`src/rtl/onchip_mem_arbiter.sv`:
```
// Two-master round-robin Avalon-MM arbiter for a single-port on-chip RAM,
// with a built-in engine that zero-fills the whole RAM on request.
module onchip_mem_arbiter #(
  parameter int ADDR_W = 13,
  parameter int DATA_W = 32,
  parameter int DEPTH  = 5000
) (
  input  logic                clk,
  input  logic                reset,
  input  logic [ADDR_W-1:0]   m0_address,
  input  logic [DATA_W/8-1:0] m0_byteenable,
  input  logic                m0_read,
  input  logic                m0_write,
  input  logic [DATA_W-1:0]   m0_writedata,
  output logic                m0_waitrequest,
  output logic [DATA_W-1:0]   m0_readdata,
  output logic                m0_readdatavalid,
  input  logic [ADDR_W-1:0]   m1_address,
  input  logic [DATA_W/8-1:0] m1_byteenable,
  input  logic                m1_read,
  input  logic                m1_write,
  input  logic [DATA_W-1:0]   m1_writedata,
  output logic                m1_waitrequest,
  output logic [DATA_W-1:0]   m1_readdata,
  output logic                m1_readdatavalid,
  input  logic                clear_start,
  output logic                clear_busy,
  output logic [ADDR_W-1:0]   mem_address,
  output logic [DATA_W/8-1:0] mem_byteenable,
  output logic                mem_chipselect,
  output logic                mem_write,
  output logic [DATA_W-1:0]   mem_writedata,
  input  logic [DATA_W-1:0]   mem_readdata
);

  localparam int BE_W = DATA_W / 8;
  localparam logic [ADDR_W-1:0] LAST_ADDR = ADDR_W'(DEPTH - 1);

  typedef enum logic {S_IDLE, S_CLEAR} state_e;

  state_e              state_q, state_d;
  logic [ADDR_W-1:0]   clr_cnt_q, clr_cnt_d;
  logic                last_grant_q, last_grant_d;  // 1: m1 was granted last
  logic                rd_valid_q, rd_valid_d;
  logic                rd_owner_q, rd_owner_d;      // 1: read belongs to m1
  logic                rd_oor_q, rd_oor_d;

  logic                req0, req1, grant0, grant1;
  logic [ADDR_W-1:0]   sel_addr;
  logic [BE_W-1:0]     sel_be;
  logic [DATA_W-1:0]   sel_wd;
  logic                sel_read, sel_write, sel_oor;

  // NOTE: every signal gets a default before the case so no path leaves it unassigned (no latches).
  always_comb begin
    state_d        = state_q;
    clr_cnt_d      = clr_cnt_q;
    last_grant_d   = last_grant_q;
    rd_valid_d     = 1'b0;
    rd_owner_d     = 1'b0;
    rd_oor_d       = 1'b0;
    grant0         = 1'b0;
    grant1         = 1'b0;
    mem_address    = '0;
    mem_byteenable = '0;
    mem_chipselect = 1'b0;
    mem_write      = 1'b0;
    mem_writedata  = '0;

    req0 = m0_read | m0_write;
    req1 = m1_read | m1_write;

    unique case (state_q)
      S_IDLE: begin
        if (req0 && req1) begin
          grant0 = last_grant_q;
          grant1 = ~last_grant_q;
        end else begin
          grant0 = req0;
          grant1 = req1;
        end
        if (clear_start) begin
          state_d   = S_CLEAR;
          clr_cnt_d = '0;
        end
      end
      S_CLEAR: begin
        mem_chipselect = 1'b1;
        mem_write      = 1'b1;
        mem_address    = clr_cnt_q;
        mem_byteenable = '1;
        if (clr_cnt_q == LAST_ADDR) begin
          state_d   = S_IDLE;
          clr_cnt_d = '0;
        end else begin
          clr_cnt_d = clr_cnt_q + 1'b1;
        end
      end
      default: state_d = S_IDLE;
    endcase

    sel_addr  = grant1 ? m1_address    : m0_address;
    sel_be    = grant1 ? m1_byteenable : m0_byteenable;
    sel_wd    = grant1 ? m1_writedata  : m0_writedata;
    sel_read  = grant1 ? m1_read       : m0_read;
    sel_write = grant1 ? m1_write      : m0_write;
    sel_oor   = sel_addr > LAST_ADDR;

    if (grant0 || grant1) begin
      last_grant_d = grant1;
      // Out-of-range writes are acknowledged but never reach the RAM.
      if (!sel_oor) begin
        mem_chipselect = 1'b1;
        mem_write      = sel_write;
        mem_address    = sel_addr;
        mem_byteenable = sel_be;
        mem_writedata  = sel_wd;
      end
      if (sel_read && !sel_write) begin
        rd_valid_d = 1'b1;
        rd_owner_d = grant1;
        rd_oor_d   = sel_oor;
      end
    end

    m0_waitrequest = req0 & ~grant0;
    m1_waitrequest = req1 & ~grant1;
  end

  // NOTE: state is updated only with non-blocking assignments so all flops sample the same pre-edge values.
  always_ff @(posedge clk or posedge reset) begin
    if (reset) begin
      state_q      <= S_IDLE;
      clr_cnt_q    <= '0;
      last_grant_q <= 1'b1;
      rd_valid_q   <= 1'b0;
      rd_owner_q   <= 1'b0;
      rd_oor_q     <= 1'b0;
    end else begin
      state_q      <= state_d;
      clr_cnt_q    <= clr_cnt_d;
      last_grant_q <= last_grant_d;
      rd_valid_q   <= rd_valid_d;
      rd_owner_q   <= rd_owner_d;
      rd_oor_q     <= rd_oor_d;
    end
  end

  assign clear_busy       = (state_q == S_CLEAR);
  assign m0_readdatavalid = rd_valid_q & ~rd_owner_q;
  assign m1_readdatavalid = rd_valid_q &  rd_owner_q;
  assign m0_readdata      = (m0_readdatavalid && !rd_oor_q) ? mem_readdata : '0;
  assign m1_readdata      = (m1_readdatavalid && !rd_oor_q) ? mem_readdata : '0;

endmodule

```
`config.mk`:
```
export PLATFORM = sky130hd
export DESIGN_NAME = onchip_mem_arbiter
export DESIGN_NICKNAME = d
export VERILOG_FILES = /design/src/rtl/onchip_mem_arbiter.sv
export SDC_FILE = /design/constraint.sdc
export NUM_CORES = 1
export LEC_CHECK = 0
export ABC_AREA = 1
export ABC_CLOCK_PERIOD_IN_PS = 1800
export BUFFER_PORTS_ARGS = -buffer_cell sky130_fd_sc_hd__buf_4
export CORE_AREA = 2 2 99 101
export CTS_CLUSTER_DIAMETER = 200
export DETAILED_ROUTE_END_ITERATION = 8
export DIE_AREA = 0 0 101 103
export HOLD_SLACK_MARGIN = 0.12
export PLACE_DENSITY = 0.65
export SLEW_MARGIN = 40
export SYNTH_ARGS = -nofsm -noshare
export SYNTH_HDL_FRONTEND = slang
export SYNTH_SLANG_ARGS = --single-unit
```
`constraint.sdc`:
```
create_clock -name clk -period 1.8 [get_ports clk]
set_input_delay 0.18 -clock clk [delete_from_list [all_inputs] [get_ports clk]]
set_output_delay 0.18 -clock clk [all_outputs]
set_load 0.01 [all_outputs]
```
==> metrics.md <==
| Metric | Value |
|---|---|
| Number of synthesized register bits | 18 |
| CTS root buf | clkbuf_8 |
| Top FF cell, synth | dfrtp_1 |
| Largest net degree at the start of global routing | 34 |
| Clk sink count | 18 |
| Wire length per cell | 14.8 um |
| Failing checks | setup timing |
| Minimum clock period | 2480 ps |
| CP delay by family, top | simple AND/OR/NAND/NOR gates |
| Setup_tns | -32,490 ps |
| Die area | 0.0104 sq mm |
| Nets | 896 |
| GP Congestion | 0.908 |
| DP Worst Slack | -332 ps |
| Cells after Synth | 453 |
| Clk_lat worst skew | 260 ps |
| Most frequent cell after synthesis | nand2_1 |
| Unrepaired setup endpoints after global routing | yes |
| Fillers | 856 |
| Final worst slack | -681 ps |
| Leading post-synthesis cells by cell area | nand2_1 21%, dfrtp_1 17%, nor2_1 12% |
| Synth Net Count | 591 |
| Area leader, netlist | nand2_1 |
| Wirelength, routed | 12,900 um |
| Xor/xnor share of the synthesized area | 1.04% |
| Post-synth top area share | 20.8% |
| Worst-path cell with the longest stage delay | dfstp_2 |
| Tot Pwr | 1.19 mW |
| Required @ worst endpoint | 1620 ps |
| Actual slew at the worst max-slew pin | 718 ps |
| VDD IR max | 236 uV |
| Fin crit share | 138% |
| Average vias per placed instance | 4.62 |
| Die W | 101 um |
| Area delta synth->final | 117% |
| Max FO, Critical Path | 7 |
| Critical Path End Type | primary output |
| First-pass GRT wire length | 17,400 um |
| Yosys cell types | 35 |
| CTS tree | built |
| Register-to-register setup slack | -10 ps |
| Mux share of post-synthesis cell area | 1.19% |
| WP data arrival | 2300 ps |
| CP most frequent cell | nand2_2 |
| Final hold slack | 147 ps |
| Compound-Gate Fraction of Synth Area | 22.2% |
| Crit path buf inv count | 4 |
| TritonCTS Buffers | 3 |
| Die Height | 103 um |
| Pins over their slew limit | 0 |
| Number of synthesized flops with an enable pin | 0 |
| PwrDens | 217 mW/mm^2 |
| Clock Path Buffers | 2 |
| Share of cells above drive strength 1 | 53.6% |
| Maxcap violations | 0 |
| Syn_area_per_cell | 5.59 sq um |
| Status | finished, violations left |
| Post-synthesis sequential area ratio | 17.8% |
| Ys Warns | 0 |
| Worst stage delay on the critical path | 560 ps |
| H-tree depth | 1 |
| Worst-path cell chain | o21ai_4 -> nand2_4 -> buf_6 -> nand2_2 -> nand2_2 -> nor2_1 -> nand2_1 -> nor2_2 -> nor2_4 -> nand3_4 -> buf_12 -> clkbuf_16 -> o21bai_1 -> buf_4 |
| Mapped cell area | 0.00253 sq mm |
| Vias | 4,024 |
| Fin Clk Skew | 2.38 ps |
| CP startpoint kind | register |
| Most common library cells after synthesis | 140 x nand2_1, 82 x nor2_1, 75 x inv_1 |
| Vias in the first global route | 3,568 |
| Max-slew headroom | 52.1% |
| DP Wirelength | 9800 um |
| Lkg Pwr | 3.10 nW |
| GRT Total Usage | 21.0% |
| DRC Markers | 0 |
| Site row count | 36 |
| Final hold vios | 0 |
| Port bufs | 256 |
| Fmax | 403 MHz |
| Initial DRC Count | 115 |
| Antenna violations before repair | 0 |
| Post-route ant nets | 0 |
| Ports | 257 |
| Overflow after GRT | 0 |
| Area occupied by multi-input gates | 0.00194 sq mm |
| Adder-cell area share of the yosys netlist | 0.494% |
| Largest family of logic cells by synthesized area | simple AND/OR/NAND/NOR gates |
| Crit Path Class | reg -> out |
| DRT Pass-1 Iters | 4 |
| # setup viols final | 53 |
| Core area | 0.00946 sq mm |
| Worst-path clk slew | 70 ps |
| Simple-gate share of the synthesized area | 41.2% |
| Initial Util | 26.8% |
| Worst Hold Class | in -> reg |
| Diode count | 0 |
| Sequential Area | 454 sq um |
| FFs w/ async S/R, synth | 100% |
==> state kept, by name (all words and copies together) (netlist names) <==
name	cells
clear_busy	1
clr_cnt_q	13
last_grant_q	1
rd_oor_q	1
rd_owner_q	1
rd_valid_q	1
==> repair_timing <==
action	4_1_cts	5_1_grt
endpoints found under the hold margin	17	0
pin swaps	5	29
setup endpoints to repair	53	58
gates cloned	3	2
buffers inserted	15	11
hold buffers	1	0
resized for setup	29	55
==> worst paths after layout <==
check | from | end | depth (start not counted)
max | last_grant_q | mem_byteenable[2] | 14
min | clear_start | clear_busy | 3
max reg2reg | clear_busy | rd_oor_q | 10
min reg2reg | last_grant_q | last_grant_q | 2
max in group asynchronous | reset | clr_cnt_q[2] | 3
min in group asynchronous | reset | clr_cnt_q[9] | 3
==> routing by layer <==
| metal | global-route usage [%] | wire [um] |
|---|---|---|
| met4 | 6.76 | 296 |
| met3 | 3.12 | 826 |
| met1 | 23.3 | 4660 |
| met2 | 40.9 | 7140 |
| met5 | 0 | 0 |
==> through the flow <==
stage | instance area [sq um] | cells | util, %
6_report | 5490 | 871 | 58.0
5_1_grt | 5490 | 871 | 58.0
3_3_place_gp | 4810 | 839 | 50.8
4_1_cts | 5160 | 859 | 54.5
3_5_place_dp | 4810 | 839 | 50.8
2_1_floorplan | 2570 | 453 | -
==> worst min-delay path: stages <==
cell,delay [ps]
buf_4,90
nand2_1,40
nand2_1,60
==> final cells by class <==
type                    instances  share of cell area [%]
clock buffers                   4                    1.00
inverters                      75                    5.13
multi-input cells             339                    35.4
flip-flops and latches         18                    8.28
well taps                     114                    2.60
repair buffers                321                    47.6
==> where the power goes <==
group          total [mW]  internal [mW]  switching (mW)
clock               0.342          0.195           0.147
combinational       0.443          0.274           0.169
sequential          0.408          0.406         0.00119
==> cells in the final DEF, fill, tap and decap left out, types with 3 or more instances in the layout <==
cell,netlist,final
nand3_2,2,4
nor2_4,2,5
dfrtp_1,17,15
a21oi_1,8,4
nand4_1,5,5
nand2_2,0,11
o21bai_4,0,8
a21oi_2,29,30
o21ai_0,17,14
nand2_4,1,3
a21oi_4,0,3
buf_4,0,287
o21ai_1,0,3
o21bai_1,15,7
clkbuf_8,0,4
inv_1,75,73
buf_6,4,26
mux2i_1,3,3
nand2_1,140,128
nand3_1,12,8
buf_12,0,3
nor2_1,82,75
nor2_2,2,6
==> cell families after synthesis <==
kind of cell             Yosys count
adder cells (fa/ha/maj)            1
flip-flops                        18
XOR/XNOR                           3
buffers and inverters             97
AND/OR/NAND/NOR                  254
multiplexers                       3
AO/OA/AOI/OAI                     77
Note: power is estimated with default switching activity, not from simulation.
